===== config.mk =====
export PLATFORM = sky130hd
export DESIGN_NAME = frame_scanout
export DESIGN_NICKNAME = d
export VERILOG_FILES = /design/src/rtl/gdu_pkg.sv /design/src/rtl/scanout_fifo.sv /design/src/rtl/frame_scanout.sv
export SDC_FILE = /design/constraint.sdc
export NUM_CORES = 2
export LEC_CHECK = 0
export CAP_MARGIN = 15
export CORE_MARGIN = 1
export CORE_UTILIZATION = 55
export DETAILED_ROUTE_END_ITERATION = 16
export PLACE_DENSITY = 0.76
export SETUP_SLACK_MARGIN = 0.5
export SYNTH_ARGS = -nofsm -noshare
export SYNTH_HDL_FRONTEND = slang
export SYNTH_SLANG_ARGS = --single-unit
export TNS_END_PERCENT = 20

===== constraint.sdc =====
create_clock -name clk -period 8.2 [get_ports clk]
set_clock_uncertainty 0.1 [all_clocks]
set_input_delay 2.46 -clock clk [delete_from_list [all_inputs] [get_ports clk]]
set_output_delay 2.46 -clock clk [all_outputs]
set_load 0.01 [all_outputs]

===== src/rtl/gdu_pkg.sv =====
// Shared graphics-datapath definitions: raster geometry, fetch burst shape,
// pixel type and the scanout fetch state encoding.
package gdu_pkg;

  localparam int unsigned H_ACTIVE    = 640;
  localparam int unsigned V_ACTIVE    = 480;
  localparam int unsigned FRAME_WORDS = H_ACTIVE * V_ACTIVE;
  localparam int unsigned BURST_LEN   = 16;
  localparam int unsigned FIFO_DEPTH  = 64;

  localparam int unsigned BURST_CNT_W = 15;
  localparam int unsigned POP_CNT_W   = 19;
  localparam int unsigned BEAT_CNT_W  = 5;

  typedef logic [23:0] pixel_t;

  typedef enum logic [2:0] {
    ST_IDLE,
    ST_START,
    ST_CHECK,
    ST_REQ,
    ST_RECV,
    ST_FULL_FRAME,
    ST_DRAIN
  } scan_state_e;

endpackage


===== src/rtl/scanout_fifo.sv =====
// Synchronous show-ahead FIFO; dout presents the head word whenever non-empty.
// Flush has priority over push and pop.
module scanout_fifo #(
  parameter int unsigned WIDTH = 24,
  parameter int unsigned DEPTH = 64
) (
  input  logic                     clk,
  input  logic                     reset,
  input  logic                     push,
  input  logic                     pop,
  input  logic                     flush,
  input  logic [WIDTH-1:0]         din,
  output logic [WIDTH-1:0]         dout,
  output logic                     empty,
  output logic                     full,
  output logic [$clog2(DEPTH):0]   count
);

  localparam int unsigned AW = $clog2(DEPTH);
  localparam int unsigned CW = AW + 1;

  logic [WIDTH-1:0] mem_q [DEPTH];
  logic [AW-1:0]    wr_ptr_q;
  logic [AW-1:0]    rd_ptr_q;
  logic [CW-1:0]    count_q;
  logic             do_push;
  logic             do_pop;

  assign empty   = (count_q == '0);
  assign full    = (count_q == CW'(DEPTH));
  assign count   = count_q;
  assign dout    = mem_q[rd_ptr_q];
  assign do_pop  = pop && !empty;
  assign do_push = push && (!full || do_pop);

  // Pointers and occupancy
  always_ff @(posedge clk) begin
    if (reset || flush) begin
      wr_ptr_q <= '0;
      rd_ptr_q <= '0;
      count_q  <= '0;
    end else begin
      if (do_push) wr_ptr_q <= wr_ptr_q + AW'(1);
      if (do_pop)  rd_ptr_q <= rd_ptr_q + AW'(1);
      case ({do_push, do_pop})
        2'b10:   count_q <= count_q + CW'(1);
        2'b01:   count_q <= count_q - CW'(1);
        default: count_q <= count_q;
      endcase
    end
  end

  // Storage is not reset; contents are only visible once written
  always_ff @(posedge clk) begin
    if (do_push && !flush) mem_q[wr_ptr_q] <= din;
  end

endmodule


===== src/rtl/frame_scanout.sv =====
// Framebuffer scanout: bursts the current frame out of SDRAM into a pixel FIFO
// and hands one pixel per request to the VGA stage; rebases at every frame start.
module frame_scanout #(
  parameter int unsigned H_ACTIVE   = gdu_pkg::H_ACTIVE,
  parameter int unsigned V_ACTIVE   = gdu_pkg::V_ACTIVE,
  parameter int unsigned BURST_LEN  = gdu_pkg::BURST_LEN,
  parameter int unsigned FIFO_DEPTH = gdu_pkg::FIFO_DEPTH
) (
  input  logic        clk,
  input  logic        reset,
  input  logic [31:0] frame_base,
  input  logic        frame_start,
  output logic [31:0] avm_address,
  output logic [4:0]  avm_burstcount,
  output logic        avm_read,
  input  logic [31:0] avm_readdata,
  input  logic        avm_readdatavalid,
  input  logic        avm_waitrequest,
  input  logic        pix_req,
  output logic [23:0] pix_data,
  output logic        underflow,
  output logic        frame_done
);
  import gdu_pkg::*;

  localparam int unsigned FRAME_PIX = H_ACTIVE * V_ACTIVE;
  localparam int unsigned BURSTS    = FRAME_PIX / BURST_LEN;
  localparam int unsigned STRIDE    = BURST_LEN * 4;
  localparam int unsigned CNT_W     = $clog2(FIFO_DEPTH) + 1;

  if (FRAME_PIX % BURST_LEN != 0) begin : g_chk_div
    $error("frame_scanout: frame size is not a whole number of bursts");
  end
  if (BURST_LEN < 1 || BURST_LEN > 16) begin : g_chk_burst
    $error("frame_scanout: BURST_LEN must be 1..16");
  end
  if ((FIFO_DEPTH & (FIFO_DEPTH - 1)) != 0 || FIFO_DEPTH < 2 * BURST_LEN) begin : g_chk_fifo
    $error("frame_scanout: FIFO_DEPTH must be a power of two >= 2*BURST_LEN");
  end
  if (BURSTS >= (1 << BURST_CNT_W) || FRAME_PIX > (1 << POP_CNT_W)) begin : g_chk_cnt
    $error("frame_scanout: frame too large for the fetch/pop counters");
  end

  scan_state_e              state_q;
  logic [31:0]              base_q;
  logic [BURST_CNT_W-1:0]   burst_cnt_q;
  logic [BEAT_CNT_W-1:0]    beat_cnt_q;
  logic                     drain_q;
  logic                     read_q;
  logic [31:0]              addr_q;
  logic [4:0]               bcount_q;
  logic [POP_CNT_W-1:0]     pop_cnt_q;
  logic                     over_q;
  pixel_t                   pix_q;
  logic                     underflow_q;
  logic                     done_q;

  logic                     fifo_push;
  logic                     fifo_pop;
  logic                     fifo_flush;
  logic                     fifo_empty;
  logic                     fifo_full;
  logic [CNT_W-1:0]         fifo_count;
  pixel_t                   fifo_dout;
  logic                     frame_clr;
  logic                     last_beat;
  logic                     space_ok;
  logic                     unused_rd_hi;

  assign avm_read       = read_q;
  assign avm_address    = addr_q;
  assign avm_burstcount = bcount_q;
  assign pix_data       = pix_q;
  assign underflow      = underflow_q;
  assign frame_done     = done_q;
  assign unused_rd_hi   = ^avm_readdata[31:24];

  // A frame start wins over everything on the pixel side and empties the FIFO
  assign frame_clr  = frame_start || (state_q == ST_START);
  assign fifo_flush = frame_clr;
  assign fifo_push  = avm_readdatavalid && (state_q == ST_RECV);
  assign fifo_pop   = pix_req && !fifo_empty && !over_q && !frame_clr;
  assign last_beat  = avm_readdatavalid && (beat_cnt_q == BEAT_CNT_W'(BURST_LEN - 1));
  assign space_ok   = (CNT_W'(FIFO_DEPTH) - fifo_count) >= CNT_W'(BURST_LEN);

  scanout_fifo #(
    .WIDTH ($bits(pixel_t)),
    .DEPTH (FIFO_DEPTH)
  ) u_fifo (
    .clk   (clk),
    .reset (reset),
    .push  (fifo_push),
    .pop   (fifo_pop),
    .flush (fifo_flush),
    .din   (avm_readdata[23:0]),
    .dout  (fifo_dout),
    .empty (fifo_empty),
    .full  (fifo_full),
    .count (fifo_count)
  );

  // Fetch FSM: one outstanding burst, issued only when a whole burst fits
  always_ff @(posedge clk) begin
    if (reset) begin
      state_q     <= ST_IDLE;
      base_q      <= '0;
      burst_cnt_q <= '0;
      beat_cnt_q  <= '0;
      drain_q     <= 1'b0;
      read_q      <= 1'b0;
      addr_q      <= '0;
      bcount_q    <= '0;
    end else begin
      if (frame_start) base_q <= frame_base;
      unique case (state_q)
        ST_IDLE, ST_FULL_FRAME: begin
          if (frame_start) state_q <= ST_START;
        end
        ST_START: begin
          burst_cnt_q <= '0;
          beat_cnt_q  <= '0;
          drain_q     <= 1'b0;
          if (!frame_start) state_q <= ST_CHECK;
        end
        ST_CHECK: begin
          if (frame_start) begin
            state_q <= ST_START;
          end else if (burst_cnt_q == BURST_CNT_W'(BURSTS)) begin
            state_q <= ST_FULL_FRAME;
          end else if (space_ok) begin
            read_q   <= 1'b1;
            addr_q   <= base_q + 32'(burst_cnt_q) * 32'(STRIDE);
            bcount_q <= 5'(BURST_LEN);
            state_q  <= ST_REQ;
          end
        end
        ST_REQ: begin
          // A pending request cannot be withdrawn; remember the restart instead
          if (!avm_waitrequest) begin
            read_q     <= 1'b0;
            bcount_q   <= '0;
            beat_cnt_q <= '0;
            drain_q    <= 1'b0;
            state_q    <= (drain_q || frame_start) ? ST_DRAIN : ST_RECV;
          end else if (frame_start) begin
            drain_q <= 1'b1;
          end
        end
        ST_RECV: begin
          if (avm_readdatavalid) beat_cnt_q <= beat_cnt_q + BEAT_CNT_W'(1);
          if (last_beat) begin
            burst_cnt_q <= burst_cnt_q + BURST_CNT_W'(1);
            state_q     <= frame_start ? ST_START : ST_CHECK;
          end else if (frame_start) begin
            state_q <= ST_DRAIN;
          end
        end
        ST_DRAIN: begin
          if (avm_readdatavalid) beat_cnt_q <= beat_cnt_q + BEAT_CNT_W'(1);
          if (last_beat) state_q <= ST_START;
        end
        default: state_q <= ST_IDLE;
      endcase
    end
  end

  // Pixel side: every request in the frame advances the raster, data or not
  always_ff @(posedge clk) begin
    if (reset) begin
      pix_q       <= '0;
      underflow_q <= 1'b0;
      done_q      <= 1'b0;
      pop_cnt_q   <= '0;
      over_q      <= 1'b0;
    end else begin
      done_q <= 1'b0;
      if (frame_clr) begin
        pop_cnt_q   <= '0;
        underflow_q <= 1'b0;
        over_q      <= 1'b0;
      end else if (pix_req) begin
        if (over_q) begin
          pix_q <= '0;
        end else begin
          if (fifo_empty) begin
            pix_q       <= '0;
            underflow_q <= 1'b1;
          end else begin
            pix_q <= fifo_dout;
          end
          if (pop_cnt_q == POP_CNT_W'(FRAME_PIX - 1)) begin
            done_q <= 1'b1;
            over_q <= 1'b1;
          end else begin
            pop_cnt_q <= pop_cnt_q + POP_CNT_W'(1);
          end
        end
      end
    end
  end

  // Free-space gating in CHECK must make an overflowing push impossible
  always_ff @(posedge clk) begin
    if (!reset) begin
      assert (!(fifo_push && fifo_full && !fifo_pop && !fifo_flush));
    end
  end

endmodule


==> reports/metrics.csv <==
stage,metric,value,unit
cts,Post-CTS Resized,0,
synth,number of flops mapped to enable cells by yosys,1536,
synth,netlist area before placement,66000,um^2
routing,Avg WL per Cell,30.4,um
timing,Slew HR,16.9,%
grt,first-pass GRT wire length,228000,um
critical_path,number of stages on the worst setup path,7,
critical_path,Buf/Inv on CP,2,
critical_path,CP max stage cell,nor2_4,
routing,Vias,33580,
power,Pleak,22.6,nW
layout,Util after Layout,63.1,%
grt,GR Overflow Total,0,
layout,share of cells above drive strength 1,23.6,%
synth,Syn Area/Cell,20.2,um^2
synth,fraction of registers with async set/reset,0,%
routing,1st-iter DRT viols,4553,
timing,worst slew pin tran,1.25,ns
grt,via count of the first global-routing pass,33317,
placed_design,area post-placement,69200,um^2
critical_path,Worst setup startpoint,pix_req,
critical_path,required time worst endpoint,8.47,ns
grt,GRT Util Overall,26.1,%
cts,clock root buffer,clkbuf_16,
cts,deepest clock path buffer count,3,
critical_path,crit path DAT,6.25,ns
synth,sequential fraction of the synthesis area,74.7,%
cts,clk_lat worst skew,0.77,ns
synth,Ys Warns,0,
critical_path,kind of critical path,in -> reg,
layout,area grow syn2layout,13.3,%
placed_design,DP HPWL,82400,um
floorplanning,Die Width,348,um
timing,Max Slew Vio Count,0,
timing,Final min period,5.98,ns
status,status,"complete, no violations",
critical_path,CP Capture Type,flop,
cts,postcts setup bufs,0,
critical_path,worst reg2reg endpoint,u_fifo.mem_q[7][8]$_DFFE_PP_,
cts,clk slew on worst S/H paths,0.06,ns
timing,RSZ-0062 raised after global routing,false,
floorplanning,Die Y,348,um
cts,htree depth,4,
cts,total CTS buffers,162,
routing,DRC violations left,0,
critical_path,"reg-to-reg slack, setup",3.75,ns
layout,design area,74800,um^2
cts,clk sinks,1696,
critical_path,CP max FO,24,
critical_path,critical-path cell list,"clkdlybuf4s50_1, or3b_1, nor2_1, o21a_1, buf_4, nand4_1, nor2_4",
floorplanning,Std-Cell Rows,126,
critical_path,worst flop-to-flop path startpoint,state_q[2]$_SDFFE_PP0P_,
timing,Max Clock Freq,167,MHz
routing,Via-to-Cell Ratio,6.47,
layout,final-stage net count,3548,
routing,total routed wirelength,158000,um
cts,CTS tree,yes,
synth,synthesized flop and latch total,1696,
floorplanning,die area,121000,um^2
floorplanning,I/O pin count,134,
timing,fin crit share,72.9,%
timing,final setup vio count,0,
synth,Cells after Synth,3265,
routing,Routed Antenna Nets,0,
grt,largest net degree at the start of global routing,153,
critical_path,worst setup path endpoint,u_fifo.mem_q[7][8]$_DFFE_PP_,
critical_path,R2R depth,6,
critical_path,delay of the slowest critical-path stage,1.17,ns
worst_hold_path,Hold Path Class,reg -> reg,
floorplanning,CORE AREA,119000,um^2
synth,ys flop type,edfxtp_1,
critical_path,crit start category,primary input,
critical_path,"delay-heaviest family, CP",simple AND/OR/NAND/NOR gates,
synth,"Distinct cells, synth",67,
cts,CTS Hold Bufs,0,
routing,DRT Pass-1 Iters,6,
job,max-cap violation count,0,
timing,Fin. Hold Viols,0,
timing,setup TNS,0,ns
power,Worst VDD drop,0.000169,V
placed_design,PortBufs,121,
grt,initial antenna violation count,5,
floorplanning,initial core utilization,55.7,%
placed_design,placer congestion estimate,0.839,
power,total power density per cell area,235,nW/um^2
final cells by class:
class | count | area [um^2]
clock inverters | 82 | 911
clock buffers | 218 | 4420
inverters | 19 | 71.3
multi-input cells | 1369 | 16100
well taps | 1600 | 2000
fillers | 7756 | 43800
flip-flops and latches | 1696 | 49300
repair buffers | 201 | 1890
diodes | 3 | 7.51
metal layers:
layer	GRT usage, %	wire, um
met1	36.0	59800
met5	0	13
met2	41.9	77500
met3	5.11	14900
met4	9.37	5370
logic make-up (layout without fill, tap and decap cells):
| kind of cell | Yosys count | after routing | share of synthesized area, % |
|---|---|---|---|
| compound gates | 295 | 295 | 2.95 |
| simple gates | 470 | 470 | 3.45 |
| fa+ha+maj | 29 | 29 | 0.572 |
| buf+inv | 203 | 520 | 1.54 |
| other cells | 1 | 7 | 0.00568 |
| mux | 520 | 520 | 16.1 |
| xor+xnor | 51 | 51 | 0.677 |
| flops | 1696 | 1696 | 74.7 |
worst min-delay path, stage by stage (launching register included):
cell and delay, ns:
dfxtp_1 0.31, nand2_1 0.05, a21oi_1 0.05
state kept, by name, indices dropped and copies added (netlist names), named ones only:
| signal | flops |
|---|---|
| u_fifo.count | 7 |
| pop_cnt_q | 19 |
| beat_cnt_q | 5 |
| base_q | 32 |
| drain_q | 1 |
| state_q | 3 |
| avm_burstcount | 1 |
| over_q | 1 |
| burst_cnt_q | 15 |
| u_fifo.rd_ptr_q | 6 |
| u_fifo.wr_ptr_q | 6 |
| underflow | 1 |
| frame_done | 1 |
| u_fifo.mem_q | 1536 |
| avm_address | 32 |
| pix_data | 24 |
power breakdown:
group | internal [W] | switching, W
registers | 0.00945 | 0.0000473
clock network | 0.00434 | 0.00320
logic | 0.000175 | 0.000363
synthesized netlist by cell type, types with 5 or more instances:
cell	instances	area [um^2]
inv_1	19	71.3
a21o_1	12	90.1
xor2_1	23	201
buf_6	15	169
mux2i_1	87	871
buf_1	41	154
nor3b_1	7	52.6
xnor2_1	28	245
nor3_1	25	125
nand2b_1	6	37.5
nand4b_1	6	52.6
nand3_1	60	300
nor2_1	176	661
o21ai_0	74	370
edfxtp_1	1536	46100
and3_1	20	125
mux4_2	432	9730
clkbuf_1	61	229
o211ai_1	5	37.5
dfxtp_1	160	3200
a211oi_1	18	135
a22oi_1	93	698
ha_1	27	338
a21oi_1	51	255
buf_2	43	215
o21a_1	6	45.0
buf_4	23	173
nand4_1	19	119
or3_1	12	75.1
a31oi_1	6	37.5
nor2b_1	14	87.6
nand2_1	94	353
how the worst min path moves through the flow:
stage                                      start                      endpoint  depth (start not counted)
floorplan                 base_q[0]$_SDFFE_PP0P_   avm_address[0]$_SDFFE_PP0P_                          2
global placement          base_q[4]$_SDFFE_PP0P_   avm_address[4]$_SDFFE_PP0P_                          2
detailed placement  avm_address[12]$_SDFFE_PP0P_  avm_address[12]$_SDFFE_PP0P_                          2
CTS                 avm_address[12]$_SDFFE_PP0P_  avm_address[12]$_SDFFE_PP0P_                          2
global route         avm_address[9]$_SDFFE_PP0P_   avm_address[9]$_SDFFE_PP0P_                          2
finish              avm_address[12]$_SDFFE_PP0P_  avm_address[12]$_SDFFE_PP0P_                          2
cell usage in the layout, fill, tap and decap left out, types with 11 or more instances in the layout:
cell | Yosys | routed
a211oi_1 | 18 | 18
a21o_1 | 12 | 12
a21oi_1 | 51 | 50
a22oi_1 | 93 | 93
and3_1 | 20 | 20
buf_12 | 0 | 17
buf_2 | 43 | 26
buf_4 | 23 | 63
bufinv_16 | 0 | 17
clkbuf_1 | 61 | 44
clkbuf_16 | 0 | 166
clkdlybuf4s50_1 | 0 | 95
clkinv_1 | 0 | 30
clkinv_2 | 0 | 20
dfxtp_1 | 160 | 156
edfxtp_1 | 1536 | 1536
ha_1 | 27 | 27
inv_1 | 19 | 19
mux2i_1 | 87 | 87
mux4_2 | 432 | 432
nand2_1 | 94 | 94
nand3_1 | 60 | 60
nand4_1 | 19 | 19
nor2_1 | 176 | 121
nor2_2 | 0 | 13
nor2_4 | 0 | 42
nor2b_1 | 14 | 11
nor3_1 | 25 | 21
o21ai_0 | 74 | 74
or3_1 | 12 | 12
xnor2_1 | 28 | 28
xor2_1 | 23 | 23
through the flow:
stage | cells | total power (W) | hold WS [ns] | setup slack (ns)
floorplan | 3268 | 0.00992 | 0.331 | 1.67
global route | 5188 | 0.0180 | 0.375 | 2.09
global placement | 4874 | 0.0102 | 0.337 | 1.52
finish | 5188 | 0.0176 | 0.350 | 2.22
detailed placement | 4875 | 0.0102 | 0.345 | 1.47
CTS | 5175 | 0.0176 | 0.353 | 2.26
Note: power is estimated with default switching activity, not from simulation.
